[src/rtl/iob_f2s_hs_tx.sv]
// Fast-side transmitter of a 4-phase req/ack bundled-data handshake into a slower clock domain.
// The accepted word is held on data_o from req_o rise until the synchronized ack falls.
module iob_f2s_hs_tx #(
  parameter int                 DATA_W      = 32,
  parameter int                 SYNC_STAGES = 2,
  parameter logic [DATA_W-1:0]  RST_VAL     = '0
) (
  input  logic              clk,
  input  logic              rst_n,
  input  logic              valid_i,
  input  logic [DATA_W-1:0] data_i,
  output logic              ready_o,
  output logic              req_o,
  output logic [DATA_W-1:0] data_o,
  input  logic              ack_i,
  output logic              done_o
);

  if (SYNC_STAGES < 2) begin : g_bad_sync
    $error("iob_f2s_hs_tx: SYNC_STAGES must be >= 2");
  end

  typedef enum logic [1:0] {
    IDLE = 2'd0,
    REQ  = 2'd1,
    REL  = 2'd2
  } state_t;

  state_t                  state;
  state_t                  state_nxt;
  logic                    req_nxt;
  logic                    done_nxt;
  logic [DATA_W-1:0]       data_nxt;
  logic [SYNC_STAGES-1:0]  sync;
  logic                    ack_s;

  // ack_i crosses from the slow domain; only the last flop is used.
  always_ff @(posedge clk or negedge rst_n) begin
    if (!rst_n) begin
      sync <= '0;
    end else begin
      sync <= {sync[SYNC_STAGES-2:0], ack_i};
    end
  end

  assign ack_s   = sync[SYNC_STAGES-1];
  assign ready_o = (state == IDLE) & ~ack_s;

  always_ff @(posedge clk or negedge rst_n) begin
    if (!rst_n) begin
      state  <= IDLE;
      req_o  <= 1'b0;
      data_o <= RST_VAL;
      done_o <= 1'b0;
    end else begin
      state  <= state_nxt;
      req_o  <= req_nxt;
      data_o <= data_nxt;
      done_o <= done_nxt;
    end
  end

  always_comb begin
    state_nxt = state;
    req_nxt   = req_o;
    data_nxt  = data_o;
    done_nxt  = 1'b0;
    unique case (state)
      IDLE: begin
        if (valid_i && ready_o) begin
          data_nxt  = data_i;
          req_nxt   = 1'b1;
          state_nxt = REQ;
        end
      end
      REQ: begin
        if (ack_s) begin
          req_nxt   = 1'b0;
          state_nxt = REL;
        end
      end
      REL: begin
        // The word stays on data_o until the slow side has released ack.
        if (!ack_s) begin
          done_nxt  = 1'b1;
          state_nxt = IDLE;
        end
      end
      default: begin
        req_nxt   = 1'b0;
        state_nxt = IDLE;
      end
    endcase
  end

endmodule
[config.mk]
export PLATFORM = sky130hd
export DESIGN_NAME = iob_f2s_hs_tx
export DESIGN_NICKNAME = d
export VERILOG_FILES = /design/src/rtl/iob_f2s_hs_tx.sv
export SDC_FILE = /design/constraint.sdc
export NUM_CORES = 1
export LEC_CHECK = 0
export ABC_AREA = 1
export CAP_MARGIN = 20
export CELL_PAD_IN_SITES_DETAIL_PLACEMENT = 1
export CELL_PAD_IN_SITES_GLOBAL_PLACEMENT = 1
export CORE_MARGIN = 5
export CORE_UTILIZATION = 26
export DETAILED_ROUTE_END_ITERATION = 8
export PLACE_DENSITY = 0.85
export SLEW_MARGIN = 20
export SYNTH_ARGS = -nofsm -noshare
export SYNTH_HDL_FRONTEND = slang
export SYNTH_SLANG_ARGS = --single-unit
[constraint.sdc]
create_clock -name clk -period 1.1 [get_ports clk]
set_input_delay 0.22 -clock clk [delete_from_list [all_inputs] [get_ports clk]]
set_output_delay 0.22 -clock clk [all_outputs]
set_load 0.01 [all_outputs]
Yosys cells after proc, flatten, opt, wreduce, memory -nomap -nowiden
Cells that the tools add are included.
{"block": "totals", "ff_bits": 38, "latchBits": 0, "mem_bits_rw": 0, "romBits": 0, "output_inout_bits": 35, "mem_count": 0}
{"block": "classes", "add_sub_neg": 0, "mul": 0, "n_div": 0, "order_cmp": 0, "eq_ne": 5, "n_shift": 0, "n_mux": 9, "bitwise_logic": 3, "reduce_logical": 5}
{"operator": "$mux W2", "n": 3}
{"operator": "$pmux W2 S3", "n": 1}
{"operator": "$reduce_and A3 Y1", "n": 2}
{"operator": "$mux W1", "n": 4}
{"operator": "$ne A2 B2 Y1 const B", "n": 2}
{"operator": "$pmux W1 S3", "n": 1}
{"operator": "$eq A2 B1 Y1 const B", "n": 1}
{"operator": "$eq A2 B2 Y1 const B", "n": 1}
{"operator": "$logic_not A2 Y1", "n": 1}
{"operator": "$ne A2 B1 Y1 const B", "n": 1}
{"operator": "$not A1 Y1", "n": 2}
{"operator": "$reduce_and A2 Y1", "n": 1}
{"operator": "$and A1 B1 Y1", "n": 1}
{"operator": "$logic_and A1 B1 Y1", "n": 1}

Logic depth before layout (Yosys ltp)
Gate-level depths: netlist of the first run.
{"block": "logic_depth", "depth_word": 5, "ltp_mapped": 5, "depth_no_buf": 4}

Worst setup path after synthesis of the first run
No wires, ideal clock.
{"block": "synth_path", "kind": "reg-to-reg", "from": "reg state[0]", "to": "reg data_o[0]", "arrival_time_ns": 0.964, "required_time_ns": 0.983, "setup_slack_ns": 0.019, "path_stages_with_launch": 6, "n_path_buf": 1, "period_less_slack_ns": 1.081, "cell_sequence": "dfrtp_1 -> nor2_4 -> nand3_2 -> buf_2 -> nand2_1 -> nand2_1"}
{"block": "synth_via", "elab_chain_len": 4}
{"item": "from (decl)", "line_no": "29", "text": "state_t state;"}
{"item": "from (signal assigned)", "line_no": "56", "text": "state <= state_nxt;"}
{"item": "$logic_not A2 Y1 (*)", "line_no": "47, 68"}
{"item": "$and A1 B1 Y1", "line_no": "47", "text": "assign ready_o = (state == IDLE) & ~ack_s;"}
{"item": "$logic_and A1 B1 Y1", "line_no": "70", "text": "if (valid_i && ready_o) begin"}
{"item": "$reduce_and A2 Y1 (no source line) (*)"}
{"item": "to (signal assigned)", "line_no": "58", "text": "data_o <= data_nxt;"}
{"item": "to (decl)", "line_no": "14", "text": "output logic [DATA_W-1:0] data_o,"}
Every way passes the cells marked *; elsewhere a longest branch is shown, timed or not.
A chain may end at the register's enable or synchronous reset.

Worst setup path in the final report of the first run
{"block": "layout_path", "from": "reg state[1]", "to": "reg data_o[14]"}
The elaborated chain is that of the path after synthesis.

==> results of run 1 <==
==> routing by layer <==
metal | vias to the layer above | GRT usage | routed length [um]
li1 | 726 | - | -
met1 | 706 | 0.162 | 2090
met2 | 58 | 0.220 | 2560
met3 | 9 | 0.0295 | 314
met4 | 0 | 0.0567 | 69
met5 | - | 0 | 0
==> worst max-delay path: cells and delay by family (launching register included) <==
family / cells / cell delay (ns)
DFF: 1 / 0.43
and+or+nand+nor: 4 / 0.40
buffers and inverters: 2 / 0.34
==> layout make-up <==
cell class / count / area [sq um] / share of cell area
clock inverter: 1 / 5.00 / 0.00194
timing repair buffer: 98 / 838 / 0.325
inverter: 3 / 11.3 / 0.00437
sequential: 38 / 952 / 0.369
multi-input combinational: 107 / 594 / 0.231
tap: 72 / 90.1 / 0.0350
clock buffer: 7 / 86.3 / 0.0335
==> through the flow <==
stage	TNS, ns	utilization	hold WS (ns)	area [sq um]	power (mW)
after floorplan	0	-	-0.0756	1520	2.66
after global placement	-6.92	0.426	0.156	2390	3.77
after detailed placement	-8.34	0.426	0.165	2390	3.84
after CTS	-3.18	0.428	0.367	2400	4.61
after global routing	-6.41	0.460	0.379	2580	5.15
final	-5.01	0.460	0.363	2580	4.82
==> kinds of logic (layout without fill, tap and decap cells) <==
| group | count (synthesis) | in the layout | share of synthesized area |
|---|---|---|---|
| AND/OR/NAND/NOR | 104 | 104 | 0.319 |
| flip-flops | 38 | 38 | 0.626 |
| buffers and inverters | 16 | 109 | 0.0453 |
| AO/OA/AOI/OAI | 3 | 3 | 0.00987 |
==> state kept, by name, indices dropped and copies added, names as in the netlist <==
| name | cells |
|---|---|
| data_o | 32 |
| done_o | 1 |
| req_o | 1 |
| state | 2 |
| sync | 2 |
==> power by group through the flow <==
stage / sequential (mW) / combinational [mW] / clock, mW
after global placement: 2.02 / 1.75 / 0
after detailed placement: 2.04 / 1.80 / 0
after floorplan: 2.19 / 0.470 / 0
after CTS: 2.00 / 1.59 / 1.02
after global routing: 2.11 / 1.96 / 1.09
final: 2.05 / 1.80 / 0.975
==> path summary, 6_finish.rpt <==
check                         start         end  slack (ns)  depth (start not counted)
max                        state[1]  data_o[14]       -0.17                          6
min                         sync[0]     sync[1]        0.36                          0
max reg2reg                state[1]  data_o[14]       -0.17                          6
min reg2reg                 sync[0]     sync[1]        0.36                          0
max in group asynchronous     rst_n  data_o[15]        0.29                          3
min in group asynchronous     rst_n       req_o        0.39                          2
==> cell usage in the layout, fill, tap and decap left out <==
cell type	Yosys	final
sky130_fd_sc_hd__nand2_1	68	47
sky130_fd_sc_hd__dfrtp_1	38	37
sky130_fd_sc_hd__buf_2	7	36
sky130_fd_sc_hd__clkdlybuf4s50_1	0	34
sky130_fd_sc_hd__nand4_1	32	32
sky130_fd_sc_hd__buf_4	0	18
sky130_fd_sc_hd__nand2_2	0	16
sky130_fd_sc_hd__clkbuf_8	0	6
sky130_fd_sc_hd__nand2_4	0	5
sky130_fd_sc_hd__buf_12	0	5
sky130_fd_sc_hd__inv_1	2	2
sky130_fd_sc_hd__clkbuf_16	0	2
sky130_fd_sc_hd__buf_6	0	2
sky130_fd_sc_hd__nor3_2	0	1
sky130_fd_sc_hd__nor2_1	1	1
sky130_fd_sc_hd__nor2_4	1	1
sky130_fd_sc_hd__inv_2	1	1
sky130_fd_sc_hd__nand3_4	0	1
sky130_fd_sc_hd__o21ai_2	0	1
sky130_fd_sc_hd__o21ai_0	2	1
sky130_fd_sc_hd__a21oi_1	1	1
sky130_fd_sc_hd__clkbuf_1	6	1
sky130_fd_sc_hd__clkinv_2	0	1
sky130_fd_sc_hd__dlygate4sd3_1	0	1
sky130_fd_sc_hd__dfrtp_2	0	1
==> timing repair <==
item | 4_1_cts | 5_1_grt
buffers inserted | 8 | 3
pin swaps | 1 | 1
hold endpoints to repair | 13 | 0
gates cloned | 0 | 2
gates resized for setup | 144 | 36
hold buffers | 1 | 0
endpoints found under the setup margin | 69 | 38
==> impl_metrics.tcl, run 1 <==
set metrics [dict create \
    fin_worst_skew_ns 0.00244 \
    dp.cells 304 \
    rsz0062_at_grt "yes" \
    synth_cell_type_count 13 \
    clock_power_share 0.202 \
    die_y_um 86.5 \
    critical_path.endpoint_type "flip-flop" \
    fp-row-count 27 \
    postSynthCellCount 161 \
    detailedRoute.firstPassIterationCount 4 \
    cell_taking_the_most_area_after_synthesis "sky130_fd_sc_hd__dfrtp_1" \
    cts_htree_levels 2 \
    post_drt_via_cell_ratio 4.60 \
    worst_path_largest_cell_delay_ns 0.43 \
    synth.most_common_cell "sky130_fd_sc_hd__nand2_1" \
    fp.dieW_um 86.5 \
    switchingPower_mw 1.63 \
    slew_of_the_pin_with_the_lowest_slew_margin_ns 0.388 \
    cts-root-to-sink-buffers 2 \
    final.period_utilization 1.15 \
    min_path_type "reg2reg" \
    syn_avg_cell_area_sq_um 9.44 \
    area_growth_pct 69.5 \
    synthesis.yosys.warnings 0 \
    synthDominantCellAreaShare 0.626 \
    clk_pin_slew_ns 0.07 \
    vdd_drop_max_v 0.000624 \
    detail_route.wirelength_um 5030 \
    grt_overflow 0 \
    setup_viol 35 \
    timing.critical_path.required_ns 1.28 \
    cts.root.buffer_cell "sky130_fd_sc_hd__clkbuf_8" \
    result_of_the_run "complete, but fails checks" \
    port_buffer_cells 70 \
    grt_first_pass_wirelength_um 7650 \
    clk_latency_ns 0.28 \
    numClockSinks 38 \
    seq_power_share 0.425 \
    place.gp.congestion 0.742 \
    final-hold-violation-count 0 \
    critPathMaxFanout 10 \
    synth_enable_flop_cells 0 \
    num_vias 1499 \
    route.detailed.drc 0 \
    critical-path-top-cell-by-count "sky130_fd_sc_hd__nand2_1" \
    tritoncts_clock_tree "yes" \
    synthesized_area_sq_um 1520 \
    drt_iter0_drc 46 \
    combPwrFrac 0.373 \
    cp_cell_sequence "buf_6 > nor2_4 > nand3_4 > clkbuf_16 > nand2_1 > nand2_1" \
    drive_gt1_frac 0.382 \
    antenna_cells_inserted 0 \
    final_critical_path_setup_slack_ns -0.170 \
    fillers 655 \
    grt_start_max_net_pins 21 \
    cts_inserted_buffers 5 \
    violations "setup timing" \
    ys_seq_area_frac 0.626 \
    number_of_nets_produced_by_synthesis 197 \
    die_area_sq_um 7480 \
    setup.worst_path.class "reg2reg" \
    antenna_found_initial 0 \
    synth.top_cells.by_area "sky130_fd_sc_hd__dfrtp_1, sky130_fd_sc_hd__nand2_1, sky130_fd_sc_hd__nand4_1" \
    initial_utilization 0.271 \
    cp-start-kind "flip-flop" \
    netlist_top_cells_count "sky130_fd_sc_hd__nand2_1, sky130_fd_sc_hd__dfrtp_1, sky130_fd_sc_hd__nand4_1, sky130_fd_sc_hd__buf_2, sky130_fd_sc_hd__clkbuf_1" \
    finalNetCount 289 \
    antenna_violating_nets_post_route 0 \
    cp.arrival_ns 1.45 \
    ys_async_sr_fraction 1.00 \
    route.detailed.wl_per_inst_um 15.4 \
    intPower_mw 3.19 \
    slew_headroom 0.741 \
    critPathSlowestCell "sky130_fd_sc_hd__dfrtp_2" \
    p_leak_nw 1.31 \
    power_per_cell_area_nw_per_um2 1870 \
    post-route-min-period_ns 1.27 \
    pins_over_slew_limit 0 \
    first_global_vias 1519 \
    io_pins 71 \
    max_frequency_mhz 787 \
    core_region_area_sq_um 5610 \
    post-place-ws_ns -0.362 \
    drv.max_cap_violation_count 0 \
    synth_register_bits 38 \
    dp_hpwl_um 3410 \
    grt_usage 0.131 \
    dominantRegCellSynth "sky130_fd_sc_hd__dfrtp_1" \
    finish.cell_count_without_fillers 326 \
    power.share.switching 0.338 \
]
Power figures use the tool's default switching activity.
==> run 2: changes to the inputs <==
--- a/config.mk
+++ b/config.mk
@@ -6,9 +6,11 @@
 export NUM_CORES = 1
 export LEC_CHECK = 0
 export ABC_AREA = 1
+export ABC_CLOCK_PERIOD_IN_PS = 1100
 export CAP_MARGIN = 20
 export CELL_PAD_IN_SITES_DETAIL_PLACEMENT = 1
 export CELL_PAD_IN_SITES_GLOBAL_PLACEMENT = 1
+export CORE_ASPECT_RATIO = 1.5
 export CORE_MARGIN = 5
 export CORE_UTILIZATION = 26
 export DETAILED_ROUTE_END_ITERATION = 8
==> run 2 against run 1 <==
The run still ends with setup timing left. Non-clock buffer count shrank 9. Flip-flop and latch count stayed put. Utilization is 4.8 points lower. Clock power up 16%. Clock-buffer cell count unchanged. First-iteration DRC count shrank 4.3%. Largest power group unchanged. Fmax increased by 5.3%. Critical path depth is 4 lower. Wire length shrank 4.4%. Clock skew grew 0.0090 ns.
==> impl_metrics.tcl, run 2 (same netlist as run 1, synthesis figures left out) <==
set metrics [dict create \
    clk_pin_slew_ns 0.08 \
    largest_reg_flops 32 \
    fin_worst_skew_ns 0.0115 \
    timing.critical_path.required_ns 0.88 \
    finalNetCount 280 \
    critical_path.endpoint_type "output pin" \
    power_per_cell_area_nw_per_um2 1960 \
    post-route-min-period_ns 1.21 \
    detailedRoute.firstPassIterationCount 4 \
    final_critical_path_setup_slack_ns -0.106 \
    cts_htree_levels 2 \
    cts_inserted_buffers 5 \
    drt_iter0_drc 44 \
    clock_power_share 0.245 \
    dp_hpwl_um 3420 \
    violations "setup timing" \
    min_path_type "reg2reg" \
    die_area_sq_um 7510 \
    postLayoutCellArea_sq_um 2360 \
    final.period_utilization 1.10 \
    critPathMaxFanout 2 \
    detail_route.wirelength_um 4810 \
    switchingPower_mw 1.47 \
    cts-root-to-sink-buffers 2 \
    grt_first_pass_wirelength_um 8130 \
    placement.cell_area_sq_um 2370 \
    result_of_the_run "complete, but fails checks" \
    worst_hold_path.num_cells 0 \
    cts.root.buffer_cell "sky130_fd_sc_hd__clkbuf_8" \
    max_frequency_mhz 829 \
    setup_viol 33 \
    route.detailed.wl_per_inst_um 15.2 \
    rsz0062_at_grt "yes" \
    register_to_register_path_depth 6 \
    num_vias 1473 \
    combPwrFrac 0.328 \
    area_growth_pct 55.4 \
    slew_headroom 0.858 \
    core_region_area_sq_um 5740 \
    top_regs "data_o x32, state x2, sync x2" \
    final_core_util 0.411 \
    route.detailed.drc 0 \
    power.share.switching 0.318 \
    io_pins 71 \
    commonest_cells_after_routing_fill_and_taps_aside "sky130_fd_sc_hd__nand2_1, sky130_fd_sc_hd__dfrtp_1, sky130_fd_sc_hd__buf_2" \
    tritoncts_clock_tree "yes" \
    grt_usage 0.137 \
    post_drt_via_cell_ratio 4.65 \
    grt_overflow 0 \
    first_global_vias 1597 \
    register_with_the_most_flip_flops "data_o" \
    slew_of_the_pin_with_the_lowest_slew_margin_ns 0.213 \
    setup.worst_path.class "reg2out" \
    whs_ns 0.355 \
    initial_utilization 0.265 \
    fp-row-count 34 \
    fp.dieW_um 72.4 \
    place.gp.congestion 0.682 \
    clk_latency_ns 0.28 \
    vdd_drop_max_v 0.000831 \
    drive_gt1_frac 0.265 \
    layout.cells.most_common "sky130_fd_sc_hd__nand2_1" \
    p_leak_nw 1.22 \
    drv.max_cap_violation_count 0 \
    final-hold-violation-count 0 \
    cp.arrival_ns 0.99 \
    grt_start_max_net_pins 39 \
    port_buffer_cells 70 \
    antenna_cells_inserted 0 \
    intPower_mw 3.16 \
    die_y_um 104 \
    cp-start-kind "flip-flop" \
    antenna_violating_nets_post_route 0 \
    seq_power_share 0.427 \
    antenna_found_initial 0 \
    pins_over_slew_limit 0 \
    numClockSinks 38 \
]
==> run 2: changes by cell type in the layout (fill, tap and decap cells not counted), sizes merged <==
cell	delta
clkbuf	-2
bufinv	+1
buf	-7
clkinv	-1
==> run 2: worst paths after layout <==
path / from / slack (ns) / endpoint
worst max-delay path: sync[1] / -0.11 / ready_o
worst min-delay path: sync[0] / 0.35 / sync[1]
worst max register to register: state[0] / -0.09 / data_o[7]
worst min register to register: sync[0] / 0.35 / sync[1]
max in group asynchronous: rst_n / 0.47 / data_o[17]
min in group asynchronous: rst_n / 0.44 / data_o[15]
==> run 2: metrics by stage <==
step	worst slack, ns	instances	total power, mW	TNS, ns
floorplan	0.0188	161	2.66	0
global placement	-0.231	303	3.77	-6.61
detailed placement	-0.247	303	3.84	-7.08
CTS	-0.136	317	4.73	-2.62
global route	-0.180	317	4.97	-5.25
finish	-0.106	317	4.63	-2.35
==> run 2: layout make-up <==
type,count,area [sq um]
timing repair buffer,89,694
tap,72,90.1
sequential,38,951
multi-input combinational,107,509
clock buffer,7,76.3
inverter,3,11.3
clock inverter,1,30.0
fill,671,3380
==> run 2: worst max-delay path, cell delays in order (launching register included) <==
cell,delay [ns]
sky130_fd_sc_hd__dfrtp_1,0.39
sky130_fd_sc_hd__nor3_2,0.17
sky130_fd_sc_hd__buf_2,0.15
==> run 2: timing repair <==
| item | in CTS | in global routing |
|---|---|---|
| setup buffers | 5 | 0 |
| setup endpoints to repair | 68 | 35 |
| resized for setup | 143 | 1 |
| endpoints found under the hold margin | 38 | 0 |
| hold buffers | 1 | 0 |
| pin swaps | 1 | 0 |
==> run 2: power groups by stage <==
stage / sequential [mW] / clock [mW] / combinational (mW)
after floorplan: 2.19 / 0 / 0.470
after global placement: 2.00 / 0 / 1.77
after detailed placement: 2.02 / 0 / 1.82
after CTS: 1.98 / 1.19 / 1.56
after global routing: 2.04 / 1.24 / 1.69
final: 1.98 / 1.13 / 1.52
==> run 2: per-layer routing <==
metal / track usage / share of wire / vias up
met1: 0.162 / 0.39 / 721
met5: 0 / 0 / -
met4: 0.0396 / 0.012 / 0
li1: - / - / 706
met2: 0.250 / 0.54 / 41
met3: 0.0174 / 0.056 / 5
